$ cat config.mk
export PLATFORM = sky130hd
export DESIGN_NAME = intersection_ctrl
export DESIGN_NICKNAME = d
export VERILOG_FILES = /design/src/rtl/intersection_ctrl.sv
export SDC_FILE = /design/constraint.sdc
export NUM_CORES = 1
export LEC_CHECK = 0
export ABC_AREA = 1
export CAP_MARGIN = 15
export CORE_ASPECT_RATIO = 0.6
export CORE_MARGIN = 4
export CORE_UTILIZATION = 58
export CTS_CLUSTER_DIAMETER = 120
export DETAILED_ROUTE_END_ITERATION = 10
export PLACE_DENSITY = 0.83
export SYNTH_ARGS = -nofsm -noshare
export SYNTH_HDL_FRONTEND = slang
export SYNTH_SLANG_ARGS = --single-unit
$ cat constraint.sdc
create_clock -name clk -period 6.3 [get_ports clk]
set_input_delay 0.63 -clock clk [delete_from_list [all_inputs] [get_ports clk]]
set_output_delay 0.63 -clock clk [all_outputs]
set_load 0.01 [all_outputs]
$ cat src/rtl/intersection_ctrl.sv
// Two-road intersection scheduler: car heads, pedestrian crossings,
// all-red clearance and night flashing mode, timed in tick pulses.
module intersection_ctrl #(
  parameter int GREEN_MIN = 10,
  parameter int GREEN_MAX = 30,
  parameter int YELLOW_T  = 3,
  parameter int ALLRED_T  = 2,
  parameter int WALK_T    = 8
) (
  input  logic       clk,
  input  logic       rst,
  input  logic       tick,
  input  logic       sens_a,
  input  logic       sens_b,
  input  logic       btn_ped_a,
  input  logic       btn_ped_b,
  input  logic       night,
  output logic [2:0] light_a,
  output logic [2:0] light_b,
  output logic       ped_a,
  output logic       ped_b,
  output logic [1:0] req_pend,
  output logic [2:0] phase
);

  if (GREEN_MIN < 1 || GREEN_MIN > 255 ||
      GREEN_MAX < 1 || GREEN_MAX > 255 ||
      YELLOW_T  < 1 || YELLOW_T  > 255 ||
      ALLRED_T  < 1 || ALLRED_T  > 255 ||
      WALK_T    < 1 || WALK_T    > 255 ||
      GREEN_MIN > GREEN_MAX || WALK_T > GREEN_MIN) begin : g_illegal
    $error("intersection_ctrl: illegal timing parameters");
  end

  localparam logic [8:0] G_MIN = 9'(GREEN_MIN);
  localparam logic [8:0] G_MAX = 9'(GREEN_MAX);
  localparam logic [8:0] Y_T   = 9'(YELLOW_T);
  localparam logic [8:0] AR_T  = 9'(ALLRED_T);
  localparam logic [7:0] W_T   = 8'(WALK_T);

  typedef enum logic [2:0] {
    A_GREEN   = 3'd0,
    A_YELLOW  = 3'd1,
    ALLRED_AB = 3'd2,
    B_GREEN   = 3'd3,
    B_YELLOW  = 3'd4,
    ALLRED_BA = 3'd5,
    FLASH     = 3'd6
  } state_t;

  state_t     state, state_nx;
  logic [7:0] timer, timer_nx;
  logic       req_a, req_a_nx;
  logic       req_b, req_b_nx;
  logic       walk, walk_nx;
  logic       flash, flash_nx;
  logic [8:0] t1;
  logic       walking_a, walking_b;

  assign t1 = {1'b0, timer} + 9'd1;
  assign walking_a = (state == B_GREEN) && walk && (timer < W_T);
  assign walking_b = (state == A_GREEN) && walk && (timer < W_T);

  always_ff @(posedge clk) begin
    if (rst) begin
      state <= ALLRED_BA;
      timer <= '0;
      req_a <= 1'b0;
      req_b <= 1'b0;
      walk  <= 1'b0;
      flash <= 1'b0;
    end else begin
      state <= state_nx;
      timer <= timer_nx;
      req_a <= req_a_nx;
      req_b <= req_b_nx;
      walk  <= walk_nx;
      flash <= flash_nx;
    end
  end

  always_comb begin
    state_nx = state;
    unique case (state)
      A_GREEN:
        if (tick && ((t1 >= G_MIN && (sens_b || req_a)) || t1 == G_MAX))
          state_nx = A_YELLOW;
      B_GREEN:
        if (tick && ((t1 >= G_MIN && (sens_a || req_b)) || t1 == G_MAX))
          state_nx = B_YELLOW;
      A_YELLOW:
        if (tick && t1 == Y_T) state_nx = ALLRED_AB;
      B_YELLOW:
        if (tick && t1 == Y_T) state_nx = ALLRED_BA;
      ALLRED_AB:
        if (tick && t1 == AR_T) state_nx = night ? FLASH : B_GREEN;
      ALLRED_BA:
        if (tick && t1 == AR_T) state_nx = night ? FLASH : A_GREEN;
      FLASH:
        if (!night) state_nx = ALLRED_BA;
      default:
        state_nx = ALLRED_BA;
    endcase
  end

  // A press on the green-entry edge is served right away, not latched.
  always_comb begin
    req_a_nx = req_a | (btn_ped_a & ~walking_a);
    req_b_nx = req_b | (btn_ped_b & ~walking_b);
    timer_nx = timer;
    walk_nx  = walk;
    flash_nx = flash;
    if (state_nx != state) begin
      timer_nx = '0;
      walk_nx  = 1'b0;
      flash_nx = (state_nx == FLASH);
      if (state_nx == B_GREEN && (req_a || btn_ped_a)) begin
        walk_nx  = 1'b1;
        req_a_nx = 1'b0;
      end
      if (state_nx == A_GREEN && (req_b || btn_ped_b)) begin
        walk_nx  = 1'b1;
        req_b_nx = 1'b0;
      end
    end else if (tick) begin
      timer_nx = timer + 8'd1;
      if (state == FLASH) flash_nx = ~flash;
    end
  end

  always_comb begin
    light_a = 3'b100;
    light_b = 3'b100;
    unique case (state)
      A_GREEN:  light_a = 3'b001;
      A_YELLOW: light_a = 3'b010;
      B_GREEN:  light_b = 3'b001;
      B_YELLOW: light_b = 3'b010;
      FLASH: begin
        light_a = flash ? 3'b010 : 3'b000;
        light_b = flash ? 3'b010 : 3'b000;
      end
      default: ;
    endcase
  end

  assign ped_a    = ~walking_a;
  assign ped_b    = ~walking_b;
  assign req_pend = {req_b, req_a};
  assign phase    = state;

endmodule

-- Yosys cells after proc, flatten, opt, wreduce, memory -nomap -nowiden
Cells that the tools add are included.
- word-level logic and storage cells: 75
- bits in registers: 15
- output and inout port bits: 13
- bitwise gates (word level): 7
- mux-type cells: 22
- reductions and logical operators: 24
- eq/ne operators: 12
- $lt $le $gt $ge: 2
- $add $sub $neg: 2
- operator list (operator ; count):
    3-bit 2-to-1 mux ; 9
    3-bit one-hot mux with 7 select lines ; 1
    9-bit by 2-bit == test with 1-bit output, second input constant ; 2
    3-bit one-hot mux with 3 select lines ; 2
    3-bit == test, second input constant ; 4
    1-bit logical AND ; 12
    8-bit by 1-bit adder with 9-bit output, second input constant ; 1
    3-bit by 2-bit == test with 1-bit output, second input constant ; 3
    9-bit by 5-bit == test with 1-bit output, second input constant ; 1
    9-bit by 4-bit >= comparator with 1-bit output, second input constant ; 1
    1-bit 2-to-1 mux ; 9
    8-bit by 1-bit adder with 8-bit output, second input constant ; 1
    8-bit by 4-bit < comparator with 1-bit output, second input constant ; 1
    3-bit logical NOT ; 2
    1-bit logical OR ; 6
    2-bit nonzero test ; 2
    3-bit by 1-bit == test with 1-bit output, second input constant ; 1
    3-bit inequality test ; 1
    1-bit inverter ; 3
    1-bit AND ; 2
    2-bit 2-to-1 mux ; 1
    1-bit OR ; 2
    2-bit AND reduction ; 1
    2-bit OR reduction ; 1

-- Longest topological paths before layout
- depth in word-level cells: 11
- gate-level depth with buffers: 20
- mapped depth without buffers: 20

-- Least setup slack after synthesis
Ideal clock, no wire load.
- kind: register to register
- start: register timer[1]
- end: register flash
- period minus slack after synthesis: 2.138 ns
- library setup time: 0.066 ns
- slack: 4.162 ns
- data arrival time: 2.072 ns
- stages on the path, launching flop included: 17
- buffers on the path: 0
- cells stage by stage: dfxtp_1 ha_1 nand2_2 o21ai_1 nand2_1 inv_1 nand2_1 nor2_2 nand3_1 nand2_1 nand2_1 and2_2 nand3_1 nand2_2 nor2_4 nand2_4 a21oi_2
- cells in the longest elaborated chain, start to end: 10
- ends and longest elaborated chain (element ; line ; source):
    from (decl) ; 52 ; logic [7:0] timer, timer_nx;
    from (signal assigned) ; 74 ; timer <= timer_nx;
    8-bit by 1-bit adder with 9-bit output (*) ; 60 ; assign t1 = {1'b0, timer} + 9'd1;
    9-bit by 4-bit >= comparator with 1-bit output ; 86, 89 ;
    1-bit logical AND (on tied branches) ; 89, 86 ;
    1-bit logical OR (on tied branches) ; 89, 86 ;
    1-bit logical AND (on tied branches) ; 89, 86 ;
    3-bit 2-to-1 mux (on tied branches) ; 89, 86 ;
    3-bit one-hot mux with 7 select lines (*) ; 84 ; unique case (state)
    3-bit inequality test ; 113 ; if (state_nx != state) begin
    2-bit nonzero test (no source line) ; - ;
    2-bit AND reduction (no source line) ; - ;
    to (signal assigned) ; 78 ; flash <= flash_nx;
    to (decl) ; 56 ; logic flash, flash_nx;
Every way passes the cells marked *; elsewhere a longest branch is shown, timed or not.
A chain may end at the register's enable or synchronous reset.

-- Final worst setup path
- start: input port tick
- end: register timer[0]
- cells in the longest elaborated chain, start to end: 5
- ends and longest elaborated chain (element ; line ; source):
    from (decl) ; 12 ; input logic tick,
    1-bit logical AND (on tied branches) ; - ;
    3-bit 2-to-1 mux, or another cell as far along ; 98 ; if (tick && t1 == AR_T) state_nx = night ? FLASH : A_GREEN;
    3-bit one-hot mux with 7 select lines ; 84 ;
    3-bit inequality test ; 113 ;
    2-bit OR reduction (no source line) ; - ;
Parallel ways exist; a longest one is shown, timed or not.

==> results.json <==
{
  "post_cts_hold_buffer_count": 0,
  "rows": 13,
  "synthDominantCellAreaShare_pct": 22.08,
  "dr.first_iter.drc_count": 175,
  "synthDistinctLibCells": 28,
  "tritoncts": "yes",
  "powerDensity_nw_per_um2": 352.7,
  "worst-endpoint-arrival_ps": 3170,
  "area_growth_pct": 18.12,
  "avgRoutedWirePerCell_microns": 13.23,
  "top_usage_layer": "met1",
  "post_cts_buffers": 0,
  "antenna_found_initial": 0,
  "place_congestion": 0.9503,
  "via_density_per_instance": 5.439,
  "ys_ff_latch": 15,
  "outcome": "complete, no violations",
  "power_frac_seq_pct": 27.4,
  "cts_max_level": 1,
  "layout.cells.most_common": "sky130_fd_sc_hd__nand2_1",
  "critical_path.reg2reg.endpoint": "timer[0]",
  "timing.slew.headroom_pct": 38.18,
  "cap_violations": 0,
  "ir_drop_mv": 0.2925,
  "start_util_pct": 61.94,
  "worst_r2r_startpoint": "timer[0]",
  "timing_worst_slew_pin_value_ps": 920.2,
  "fmaxAchievable_ghz": 0.3343,
  "layout_common_cells": "68 x sky130_fd_sc_hd__nand2_1, 36 x sky130_fd_sc_hd__nor2_1, 28 x sky130_fd_sc_hd__inv_1",
  "cts_max_path_buffers": 2,
  "post_synth_main_area_contributors": "sky130_fd_sc_hd__dfxtp_1 22%, sky130_fd_sc_hd__nand2_1 19%, sky130_fd_sc_hd__nor2_1 9.9%, sky130_fd_sc_hd__inv_1 7.7%, sky130_fd_sc_hd__nand3_1 7.0%",
  "design.core.area_sq_um": 2196,
  "power.leakage_nw": 0.7478,
  "yosysTopAreaCell": "sky130_fd_sc_hd__dfxtp_1",
  "synth_cells": 231,
  "timing.final.crit_share_pct": 47.49,
  "synth-warning-count": 0,
  "boundaryPins": 21,
  "cts_resized": 0,
  "post_route_cells_drive_above_1_share_pct": 12.00,
  "cts.sinks": 15,
  "vias": 1523,
  "worst_setup_path_startpoint": "tick",
  "hpwl_microns": 2926,
  "wl_microns": 3703,
  "setup.worst_path.class": "in -> reg",
  "report.final.slew_viol_count": 0,
  "clock_power_share_pct": 13.7,
  "synthesis.area_sq_um": 1360,
  "netSwitchingFraction_pct": 50.34,
  "grt_pass1_vias": 1290,
  "dieWidth_microns": 70.52,
  "wire_length_of_the_first_global_routing_pass_microns": 6223,
  "totalNegativeSetupSlack_ps": 0,
  "grt.met2_usage_pct": 30.86,
  "grt_start_max_net_pins": 12,
  "numCtsBuffers": 3,
  "antenna-diode-count": 0,
  "synthesis.area_per_instance_sq_um": 5.888,
  "worst-endpoint-required_ps": 6480,
  "critPathLaunchType": "input pin",
  "io_buffer_count": 20,
  "internal_power_uw": 281.3,
  "p_switching_uw": 285.2,
  "antenna_violating_nets_post_route": 0,
  "fill_cells": 211,
  "crit_path_end": "timer[0]",
  "hold_viol": 0,
  "final_total_power_uw": 566.6,
  "grt_util_met3_pct": 8.590,
  "pwr-share-comb_pct": 58.8,
  "report.final.setup_viol": 0,
  "syn_nets": 242,
  "ys_seq_area_share_pct": 22.08,
  "floorplan.die.height_microns": 45.51,
  "worst_skew_pair.late_latency_ps": 250,
  "cts-root-buf": "sky130_fd_sc_hd__clkbuf_8",
  "kind_of_end_point_of_the_critical_path": "register",
  "final.min_clock_period_ps": 2992,
  "ff2ff_path_depth": 19,
  "hold_path_class": "reg -> reg",
  "dieArea_sq_um": 3209,
  "drt_drc_violations_left": 0,
  "nets_final": 262,
  "clkTransAtPathRegs_ps": 60,
  "grt_setup_unrepaired": "no",
  "globalRouteMet1Util_pct": 39.68,
  "path_max_fanout": 11,
  "global_route.usage.total_pct": 24.84,
  "grt.overflow.total": 0,
  "timing.reg2reg.setup_slack_ps": 3540,
  "fin_worst_skew_ps": 1.974,
  "finish.utilization_pct": 73.16,
  "dr.pass1.iters": 5
}
[worst min-delay path by stage]
stage,start,to,slack (ps),depth (start not counted)
after floorplan,walk,walk,450,2
after global placement,walk,walk,490,2
after detailed placement,walk,walk,480,2
after CTS,walk,walk,490,2
after global routing,walk,walk,520,2
final,walk,walk,500,2
[kinds of logic after synthesis]
| logic type | Yosys count | share of synthesized area, % |
|---|---|---|
| compound gates | 28 | 12.14 |
| xor+xnor | 1 | 0.6441 |
| fa+ha+maj | 3 | 2.760 |
| buf+inv | 33 | 10.49 |
| flops | 15 | 22.08 |
| simple gates | 151 | 51.89 |
[synthesized netlist by cell type (all sizes together)]
cell type,instances
nand2,73
nor2,43
inv,28
nand3,24
dfxtp,15
o21ai,14
a21oi,10
nor3,5
buf,3
ha,3
o211ai,3
or2,3
clkbuf,2
and2,1
nand3b,1
nand4,1
o21bai,1
xor2,1
[cell type report]
type / instances / area (sq um) / share of cell area [%]
Clock buffer: 3 / 41.29 / 2.570
Tap cell: 30 / 37.54 / 2.336
Timing Repair Buffer: 20 / 200.2 / 12.46
Clock inverter: 1 / 5.005 / 0.3115
Inverter: 28 / 105.1 / 6.542
Multi-Input combinational cell: 183 / 917.1 / 57.09
Sequential cell: 15 / 300.3 / 18.69
[registers in the layout, summed over array words and instances (netlist names)]
register  count
phase         3
timer         8
req_b         1
walk          1
req_a         1
flash         1
[stage by stage]
| stage | instance area, sq um | worst slack (ps) | cells | hold WS (ps) |
|---|---|---|---|---|
| 2_1_floorplan | 1360 | 4162 | 231 | 451.5 |
| 3_3_place_gp | 1560 | 3181 | 276 | 489.8 |
| 3_5_place_dp | 1560 | 3134 | 276 | 481.7 |
| 4_1_cts | 1607 | 3362 | 280 | 493.9 |
| 5_1_grt | 1607 | 3131 | 280 | 523.7 |
| 6_report | 1607 | 3308 | 280 | 498.0 |
[worst max-delay path, cell delays in order]
cell and delay, ps:
sky130_fd_sc_hd__clkdlybuf4s50_1 670, sky130_fd_sc_hd__inv_1 250, sky130_fd_sc_hd__a21oi_2 200, sky130_fd_sc_hd__nand2_1 90
sky130_fd_sc_hd__nor2_1 190, sky130_fd_sc_hd__nand3_1 100, sky130_fd_sc_hd__nand2_1 60, sky130_fd_sc_hd__nand2_1 70
sky130_fd_sc_hd__nor2_2 140, sky130_fd_sc_hd__nand3_2 100, sky130_fd_sc_hd__o21bai_2 130, sky130_fd_sc_hd__nand2_2 90
sky130_fd_sc_hd__nor2_4 170, sky130_fd_sc_hd__nand2_4 120, sky130_fd_sc_hd__a21oi_2 140
[per-layer routing]
layer | vias up | share of wire, %
met2 | 107 | 35
met3 | 2 | 14
li1 | 763 | -
met4 | 0 | 0.32
met5 | - | 0
met1 | 651 | 51
[power by group through the flow]
stage          Combinational [mW]  Sequential [mW]  Clock [mW]
6_report                    0.333            0.155      0.0779
5_1_grt                     0.371            0.160      0.0847
4_1_cts                     0.327            0.153      0.0786
3_5_place_dp                0.323            0.155           0
3_3_place_gp                0.321            0.156           0
2_1_floorplan               0.251            0.144           0
Note: power is estimated with default switching activity, not from simulation.
